$ cat config.mk
export PLATFORM = sky130hd
export DESIGN_NAME = light_mode_sequencer_flat
export DESIGN_NICKNAME = d
export VERILOG_FILES = /design/src/rtl/light_mode_sequencer_if.sv /design/src/rtl/light_mode_sequencer.sv /design/src/flat_wrapper.sv
export SDC_FILE = /design/constraint.sdc
export NUM_CORES = 1
export LEC_CHECK = 0
export BUFFER_PORTS_ARGS = -buffer_cell sky130_fd_sc_hd__buf_2
export CAP_MARGIN = 20
export CORE_AREA = 2 2 64 66
export CTS_CLUSTER_SIZE = 28
export DETAILED_ROUTE_END_ITERATION = 16
export DIE_AREA = 0 0 66 68
export GPL_ROUTABILITY_DRIVEN = 0
export MAX_ROUTING_LAYER = met4
export PLACE_DENSITY = 0.71
export SYNTH_ARGS = -nofsm -noshare
export SYNTH_HDL_FRONTEND = slang
export SYNTH_SLANG_ARGS = --single-unit
$ cat constraint.sdc
create_clock -name clk -period 5 [get_ports clk]
set_input_delay 0.25 -clock clk [delete_from_list [all_inputs] [get_ports clk]]
set_output_delay 0.25 -clock clk [all_outputs]
set_load 0.1 [all_outputs]
$ cat src/rtl/light_mode_sequencer_if.sv
// Handshake/status bundle between the mode sequencer and its controller.
// master: sequencer side (drives mode/step status, receives start/pause).
// slave:  controller side (drives start/pause, observes status).
interface light_mode_sequencer_if;
   logic       start;
   logic       pause;
   logic [1:0] S;
   logic       step_tick;
   logic [3:0] step_idx;
   logic       rep;
   logic       busy;
   logic       done;

   modport master (
      input  start, pause,
      output S, step_tick, step_idx, rep, busy, done
   );

   modport slave (
      output start, pause,
      input  S, step_tick, step_idx, rep, busy, done
   );
endinterface

$ cat src/rtl/light_mode_sequencer.sv
// Mode sequencer for the 8-lamp pattern generator: steps S through 0..3, REPEATS reps each.
// Latency: first step_tick TICK_DIV clks after RUN entry; all outputs registered.
// Backpressure: pause freezes prescaler and counters; LIGHT_MODE_LOOP_EN makes the show loop forever.
module light_mode_sequencer #(
   parameter int TICK_DIV = 50_000_000,
   parameter int LEN0     = 16,
   parameter int LEN1     = 8,
   parameter int LEN2     = 9,
   parameter int LEN3     = 8,
   parameter int REPEATS  = 2
) (
   input  logic                     clk,
   input  logic                     reset_n,
   light_mode_sequencer_if.master   bus
);

   localparam int PW = $clog2(TICK_DIV);
   localparam int RW = (REPEATS > 1) ? $clog2(REPEATS) : 1;
   localparam logic [PW-1:0] P_LAST = PW'(TICK_DIV - 1);
   localparam logic [RW-1:0] R_LAST = RW'(REPEATS - 1);

   typedef enum logic [1:0] {
      ST_IDLE = 2'd0,
      ST_RUN  = 2'd1,
      ST_DONE = 2'd2
   } state_t;

   state_t          state_q, state_d;
   logic [PW-1:0]   presc_q, presc_d;
   logic [1:0]      s_q, s_d;
   logic [3:0]      idx_q, idx_d;
   logic [RW-1:0]   rep_q, rep_d;
   logic            tick_q, tick_d;
   logic            busy_q, busy_d;
   logic            done_q, done_d;

   logic [3:0]      len_last;
   logic            tick_now;
   logic            last_idx;
   logic            last_rep;
   logic            run_end;
   logic            launch;

   // Last step index of the repetition for the mode currently selected.
   always_comb begin
      len_last = 4'(LEN0 - 1);
      case (s_q)
         2'd0:    len_last = 4'(LEN0 - 1);
         2'd1:    len_last = 4'(LEN1 - 1);
         2'd2:    len_last = 4'(LEN2 - 1);
         default: len_last = 4'(LEN3 - 1);
      endcase
   end

   // A step happens when the unpaused prescaler sits on its last count.
   always_comb begin
      tick_now = (state_q == ST_RUN) && !bus.pause && (presc_q == P_LAST);
      last_idx = (idx_q == len_last);
      last_rep = (rep_q == R_LAST);
      run_end  = last_idx && last_rep && (s_q == 2'd3);
      launch   = bus.start && (state_q != ST_RUN);
   end

   // State register.
   always_ff @(posedge clk or negedge reset_n) begin
      if (!reset_n) begin
         state_q <= ST_IDLE;
      end else begin
         state_q <= state_d;
      end
   end

   // Next-state logic: start launches from IDLE/DONE, final step of mode 3 ends the show.
   always_comb begin
      state_d = state_q;
      case (state_q)
         ST_IDLE: begin
            if (bus.start) state_d = ST_RUN;
         end
         ST_RUN: begin
            if (tick_now && run_end) begin
`ifdef LIGHT_MODE_LOOP_EN
               state_d = ST_RUN;
`else
               state_d = ST_DONE;
`endif
            end
         end
         ST_DONE: begin
            if (bus.start) state_d = ST_RUN;
         end
         default: state_d = ST_IDLE;
      endcase
   end

   // Output/datapath next values: prescaler, step/rep/mode counters and status flags.
   always_comb begin
      presc_d = presc_q;
      s_d     = s_q;
      idx_d   = idx_q;
      rep_d   = rep_q;
      tick_d  = 1'b0;
      busy_d  = (state_d == ST_RUN);
      done_d  = (state_d == ST_DONE);
      if (launch) begin
         presc_d = '0;
         s_d     = 2'd0;
         idx_d   = 4'd0;
         rep_d   = '0;
      end else if ((state_q == ST_RUN) && !bus.pause) begin
         presc_d = tick_now ? '0 : presc_q + 1'b1;
         if (tick_now) begin
            tick_d = 1'b1;
            if (!last_idx) begin
               idx_d = idx_q + 4'd1;
            end else begin
               idx_d = 4'd0;
               if (!last_rep) begin
                  rep_d = rep_q + 1'b1;
               end else begin
                  rep_d = '0;
                  if (s_q != 2'd3) begin
                     s_d = s_q + 2'd1;
                  end else begin
`ifdef LIGHT_MODE_LOOP_EN
                     s_d = 2'd0;
`else
                     s_d = 2'd3;
`endif
                  end
               end
            end
         end
      end
   end

   // Datapath and output registers.
   always_ff @(posedge clk or negedge reset_n) begin
      if (!reset_n) begin
         presc_q <= '0;
         s_q     <= 2'd0;
         idx_q   <= 4'd0;
         rep_q   <= '0;
         tick_q  <= 1'b0;
         busy_q  <= 1'b0;
         done_q  <= 1'b0;
      end else begin
         presc_q <= presc_d;
         s_q     <= s_d;
         idx_q   <= idx_d;
         rep_q   <= rep_d;
         tick_q  <= tick_d;
         busy_q  <= busy_d;
         done_q  <= done_d;
      end
   end

   assign bus.S         = s_q;
   assign bus.step_tick = tick_q;
   assign bus.step_idx  = idx_q;
   assign bus.rep       = rep_q[0];
   assign bus.busy      = busy_q;
   assign bus.done      = done_q;

endmodule

$ cat src/flat_wrapper.sv
// flat-port wrapper written by rule: the top's interface ports become plain ports
module light_mode_sequencer_flat 
#(
   parameter int TICK_DIV = 50_000_000,
   parameter int LEN0     = 16,
   parameter int LEN1     = 8,
   parameter int LEN2     = 9,
   parameter int LEN3     = 8,
   parameter int REPEATS  = 2
)
  (clk, reset_n, bus_start, bus_pause, bus_S, bus_step_tick, bus_step_idx, bus_rep, bus_busy, bus_done);
  light_mode_sequencer_if bus_i ();
  input  logic clk;
  input  logic reset_n;
  input wire logic [$bits(bus_i.start)-1:0] bus_start;
  input wire logic [$bits(bus_i.pause)-1:0] bus_pause;
  output wire logic [$bits(bus_i.S)-1:0] bus_S;
  output wire logic [$bits(bus_i.step_tick)-1:0] bus_step_tick;
  output wire logic [$bits(bus_i.step_idx)-1:0] bus_step_idx;
  output wire logic [$bits(bus_i.rep)-1:0] bus_rep;
  output wire logic [$bits(bus_i.busy)-1:0] bus_busy;
  output wire logic [$bits(bus_i.done)-1:0] bus_done;
  assign bus_i.start = bus_start;
  assign bus_i.pause = bus_pause;
  assign bus_S = bus_i.S;
  assign bus_step_tick = bus_i.step_tick;
  assign bus_step_idx = bus_i.step_idx;
  assign bus_rep = bus_i.rep;
  assign bus_busy = bus_i.busy;
  assign bus_done = bus_i.done;
  light_mode_sequencer #(.TICK_DIV(TICK_DIV), .LEN0(LEN0), .LEN1(LEN1), .LEN2(LEN2), .LEN3(LEN3), .REPEATS(REPEATS)) u_core (.clk(clk), .reset_n(reset_n), .bus(bus_i));
endmodule
# Word-level counts from Yosys, hierarchy flattened
# Index checks and enable logic that the tools add are counted.
totals:
  regBits: 38
  elab_cells: 64
  output_inout_bits: 10
classes:
  reduce_logical: 17
  n_addsub: 4
  n_eq_ne: 10
  n_mux: 25
ops:
  columns: ["cell", "n"]
  rows:
  - ["two-way mux 26 bit", 3]
  - ["adder 26 x 1 -> 26 bit (second input constant)", 1]
  - ["equality test 26 bit (second input constant)", 1]
  - ["two-way mux 2 bit", 8]
  - ["two-way mux 4 bit", 4]
  - ["equality test 2 bit (second input constant)", 4]
  - ["two-way mux 1 bit", 8]
  - ["one-hot mux 4 bit (2 select lines)", 1]
  - ["nonzero test 2 bit", 4]
  - ["logical AND 1 bit", 6]
  - ["adder 4 x 1 -> 4 bit (second input constant)", 1]
  - ["equality test 2 x 1 -> 1 bit (second input constant)", 2]
  - ["equality test 4 bit", 1]
  - ["zero test 2 bit", 2]
  - ["one-hot mux 2 bit (2 select lines)", 1]
  - ["AND reduction 4 bit", 1]
  - ["AND reduction 3 bit", 1]
  - ["adder 2 x 1 -> 2 bit (second input constant)", 1]
  - ["inequality test 2 x 1 -> 1 bit (second input constant)", 1]
  - ["inequality test 2 bit (second input constant)", 1]
  - ["AND reduction 2 bit", 1]
  - ["OR reduction 2 bit", 1]
  - ["adder 1 bit (second input constant)", 1]
  - ["zero test 1 bit", 1]

# Depth between registers and ports, before layout
depth:
  depth_word: 9
  mapped_depth: 8
  mapped_depth_nobuf: 5

# Worst setup path after synthesis
# OpenSTA, ideal clock, no wires.
synth_timing:
  kind: "register to register"
  from: "reg u_core.s_q[1] (netlist: u_core.bus.S[1])"
  to: "reg u_core.rep_q (netlist: u_core.bus.rep)"
  path_slack_ps: 2524
  path_buffers: 0
  period_less_slack_ps: 2476
  setup_time_ps: 77
  arrival_ps: 2399
  stages_incl_launch_ff: 6
  cell_sequence: "dfrtp_1 or4b_2 a21oi_1 nor2_1 or3_1 a21oi_1"
synth_between:
  elab_chain_cells: 5
  elab_cells_between_ends: 6
  cone_classes: "eq/ne (2); mux (1); reduce/logical (3)"
synth_rtl:
  columns: ["item", "line", "source"]
  rows:
  - ["start, declared", "light_mode_sequencer.sv:30", "logic [1:0] s_q, s_d;"]
  - ["start signal, assigned", "light_mode_sequencer.sv:141", "s_q <= 2'd0;"]
  - ["start signal, assigned", "light_mode_sequencer.sv:149", "s_q <= s_d;"]
  - ["equality test 2 bit or zero test 2 bit (tied branches)", "light_mode_sequencer.sv:47", "case (s_q)"]
  - ["one-hot mux 4 bit (2 select lines) *", "light_mode_sequencer.sv:47", null]
  - ["equality test 4 bit *", "light_mode_sequencer.sv:58", "last_idx = (idx_q == len_last);"]
  - ["nonzero test 2 bit (no line) *", null, null]
  - ["AND reduction 3 bit (no line) *", null, null]
  - ["end signal, assigned", "light_mode_sequencer.sv:151", "rep_q <= rep_d;"]
  - ["end, declared", "light_mode_sequencer.sv:32", "logic [RW-1:0] rep_q, rep_d;"]
# Mark *: on every way between the ends. The rest lies on a longest branch, timed or not.
# A chain may end at the register's enable or synchronous reset.

# Worst setup path after layout
layout_timing:
  from: "reg u_core.state_q[1]"
  to: "reg u_core.presc_q[23]"
layout_between:
  elab_chain_cells: 6
  elab_cells_between_ends: 9
  cone_classes: "eq/ne (2); mux (3); reduce/logical (4)"
layout_rtl:
  columns: ["item", "line", "source"]
  rows:
  - ["start, declared", "light_mode_sequencer.sv:28", "state_t state_q, state_d;"]
  - ["start signal, assigned", "light_mode_sequencer.sv:69", "state_q <= state_d;"]
  - ["equality test 2 x 1 -> 1 bit", "light_mode_sequencer.sv:57, light_mode_sequencer.sv:110", null]
  - ["logical AND 1 bit", "light_mode_sequencer.sv:57, light_mode_sequencer.sv:110", null]
  - ["logical AND 1 bit", "light_mode_sequencer.sv:57", "tick_now = (state_q == ST_RUN) && !bus.pause && (presc_q == P_LAST);"]
  - ["two-way mux 26 bit", "light_mode_sequencer.sv:111", "presc_d = tick_now ? '0 : presc_q + 1'b1;"]
  - ["two-way mux 26 bit", "light_mode_sequencer.sv:110", "end else if ((state_q == ST_RUN) && !bus.pause) begin"]
  - ["two-way mux 26 bit", "light_mode_sequencer.sv:105", "if (launch) begin"]
  - ["end signal, assigned", "light_mode_sequencer.sv:148", "presc_q <= presc_d;"]
  - ["end, declared", "light_mode_sequencer.sv:29", "logic [PW-1:0] presc_q, presc_d;"]
# Several ways; a longest one is shown, not always the timed one. The select of a mux whose other input is x is not followed.

==> summary.md <==
| Metric | Value |
|---|---|
| Run status | complete, no violations |
| CTS tree | done |
| Layout Skew | 8.475 ps |
| FF+latch count, synth | 38 |
| Kind of end point of the critical path | register |
| Sequential area share after synthesis | 47.80% |
| Vias | 1560 |
| Initial antenna violation count | 0 |
| CTS sink cnt | 38 |
| # rows | 23 |
| Predominant post-synthesis flop cell | dfrtp_1 |
| CTS Root Cell | clkbuf_8 |
| Fmax achieved | 0.3701 GHz |
| Lkg Pwr | 0.0009259 uW |
| Reg-to-reg setup timing slack | 2300 ps |
| Iter 0 DRT Violations | 106 |
| Nets | 225 |
| Slew @ Worst Pin | 810.5 ps |
| Comb power frac | 7.7% |
| Post-synthesis async set-or-reset flop share | 100.0% |
| Worst EP required | 5200 ps |
| R2r worst-path depth | 5 |
| Post-Synthesis Cells | 206 |
| Pins Over Slew Limit | 0 |
| RSZ-0062 raised after global routing | false |
| Psw | 160.7 uW |
| Critical Path Source Type | register |
| Clock share of power | 39.8% |
| Vias per cell | 5.778 |
| Dpl hpwl | 2675 um |
| Num CTS Buffers | 5 |
| GRT Residual Overflow | 0 |
| Post-synth EDFFs | 0 |
| FF-to-FF Start | u_core.state_q[1]$_DFF_PN0_ |
| Drt first pass iters | 4 |
| Reg-to-Reg End | u_core.presc_q[23]$_DFFE_PN0N_ |
| DP Area | 2081 sq um |
| Maximum clock path buffer count | 2 |
| Rel. slew slack | 45.97% |
| # diodes | 0 |
| Antenna Nets Post-Route | 0 |
| Io pins | 14 |
| GR Util All Layers | 20.26% |
| Power density cells | 298.9 nW/um^2 |
| Ratio of cells with drive above 1 in the final layout | 12.73% |
| Final period utilization | 54.04% |
| Clk_lat worst skew | 300 ps |
| Vert. Die Dim | 68 um |
| Minimum clock period | 2702 ps |
| Vias in the first global route | 1539 |
| Net Sw Frac | 24.50% |
| Syn Area/Cell | 9.657 sq um |
| Core area | 3856 sq um |
| Setup violators final | 0 |
| WL per Instance | 14.19 um |
| Worst EP arrival | 2900 ps |
| Max-cap violations | 0 |
| Yosys cell types | 40 |
| Sequential share of power | 52.5% |
| Post_cts resized | 0 |
| Die X | 66 um |
| HP Class | in -> async |
| Clk pin slew, worst setup/hold paths | 80 ps |
| DR DRC count | 0 |
| Hold Buf Count CTS | 0 |
| Area grow syn2layout | 10.31% |
| Port bufs | 13 |
| Final Hold Fails | 0 |
| Post-synthesis instance area | 1989 sq um |
| Peak supply drop | 0.1628 mV |
| Largest net degree at the start of global routing | 39 |
| Design area | 2195 sq um |
| Crit path kind | reg -> reg |
| Worst-path maximum fanout | 22 |
| Post-CTS Setup Inserts | 0 |
| TNS Setup | 0 ps |
| Ys Warns | 0 |
| Syn_nets | 212 |
| First-pass GRT wire length | 6603 um |
| Starting Density | 51.59% |
| H-Tree Depth | 2 |
| Die area | 4488 sq um |
| P_int | 495.2 uW |
| Total Wirelength | 3832 um |
[cells in the final DEF, fill, tap and decap left out, types with 4 or more instances in the layout]
cell type  instances
nor3_1             6
buf_2             13
o21ai_0           10
nor4b_1            4
and4_1             4
nand4_1            4
dfrtp_1           38
nand2_1           24
or3_1              7
xor2_1             6
nor2_1            20
nor3b_1            4
a21oi_1           10
nor4_1             8
nand3_1            8
clkbuf_8           5
xnor2_1           12
[routing by layer]
layer / GRT usage (%) / up-vias / wire length (um)
li1: - / 764 / -
met1: 22.93 / 767 / 1748
met2: 34.09 / 22 / 1874
met3: 5.099 / 7 / 126
met4: 9.439 / 0 / 82
met5: - / - / 0
[state kept, by name, indices dropped and copies added, names as in the netlist]
register / cells
u_core.bus.S: 2
u_core.bus.busy: 1
u_core.bus.done: 1
u_core.bus.rep: 1
u_core.bus.step_idx: 4
u_core.bus.step_tick: 1
u_core.presc_q: 26
u_core.state_q: 2
[stage by stage]
| step | power, uW | hold WS, ps | util [%] | setup WS, ps | cells |
|---|---|---|---|---|---|
| after floorplan | 383.5 | -45.59 | - | 2524 | 206 |
| after global placement | 399.7 | 402.1 | 53.96 | 2350 | 262 |
| after detailed placement | 402.2 | 401.5 | 53.96 | 2299 | 262 |
| after CTS | 666.8 | 64.97 | 56.91 | 2280 | 270 |
| after global routing | 685.3 | 112.2 | 56.91 | 2078 | 270 |
| final | 655.9 | 36.83 | 56.91 | 2298 | 270 |
[worst max-delay path, stage by stage, from the launching register on]
cell and delay (ps):
dfrtp_1 410, nor3b_4 370, nand3_2 160, or4_1 770
nand2_1 640, o21ba_2 250
[layout make-up]
class                           count  area, sq um
Clock inverter                      3        45.04
Multi-Input combinational cell    159        994.7
Fill cell                         346         1662
Clock buffer                        5        68.82
Inverter                            2        7.507
Sequential cell                    38        950.9
Tap cell                           50        62.56
Timing Repair Buffer               13        65.06
[Yosys cell counts, types with 2 or more instances]
master	instances	area [sq um]
nand4b_1	2	17.52
buf_2	2	10.01
nand3_1	8	40.04
buf_4	2	15.01
nand2b_1	3	18.77
ha_1	2	25.02
nor4_1	8	50.05
and3_1	3	18.77
xor2_1	6	52.55
nand2_1	24	90.09
a21o_1	2	15.01
nand4_1	4	25.02
clkbuf_1	3	11.26
dfrtp_1	38	950.9
o21ai_0	10	50.05
o21a_1	3	22.52
a22oi_1	2	15.01
or3_1	7	43.79
nor4b_1	4	35.03
nor3b_1	4	30.03
nor2_1	20	75.07
inv_1	2	7.510
xnor2_1	12	105.1
and4_1	4	35.03
nor3_1	6	30.03
and2_1	2	12.51
a21oi_1	10	50.05
[cell families after synthesis]
group,share of synthesized area [%]
compound gates,9.497
fa+ha+maj,1.258
xor+xnor,7.924
simple gates,31.32
flops,47.80
buf+inv,2.201
[worst max path at each step]
stage                                     end  slack [ps]  depth (start not counted)                           start
2_1_floorplan      u_core.bus.rep$_DFFE_PN0P_        2520                          5     u_core.bus.S[1]$_DFFE_PN0P_
3_3_place_gp   u_core.presc_q[23]$_DFFE_PN0N_        2350                          5     u_core.state_q[1]$_DFF_PN0_
3_5_place_dp   u_core.presc_q[23]$_DFFE_PN0N_        2300                          5     u_core.state_q[1]$_DFF_PN0_
4_1_cts        u_core.presc_q[23]$_DFFE_PN0N_        2280                          5     u_core.state_q[1]$_DFF_PN0_
5_1_grt        u_core.presc_q[23]$_DFFE_PN0N_        2080                          5  u_core.presc_q[10]$_DFFE_PN0N_
6_report       u_core.presc_q[23]$_DFFE_PN0N_        2300                          5     u_core.state_q[1]$_DFF_PN0_
[power groups by stage]
stage          combinational (uW)  sequential (uW)  clock [uW]
5_1_grt                      58.7              346         281
3_5_place_dp                 51.8              350           0
6_report                     50.5              344         261
2_1_floorplan                37.1              346           0
4_1_cts                      52.0              344         271
3_3_place_gp                 51.0              349           0
Power figures use the tool's default switching activity.
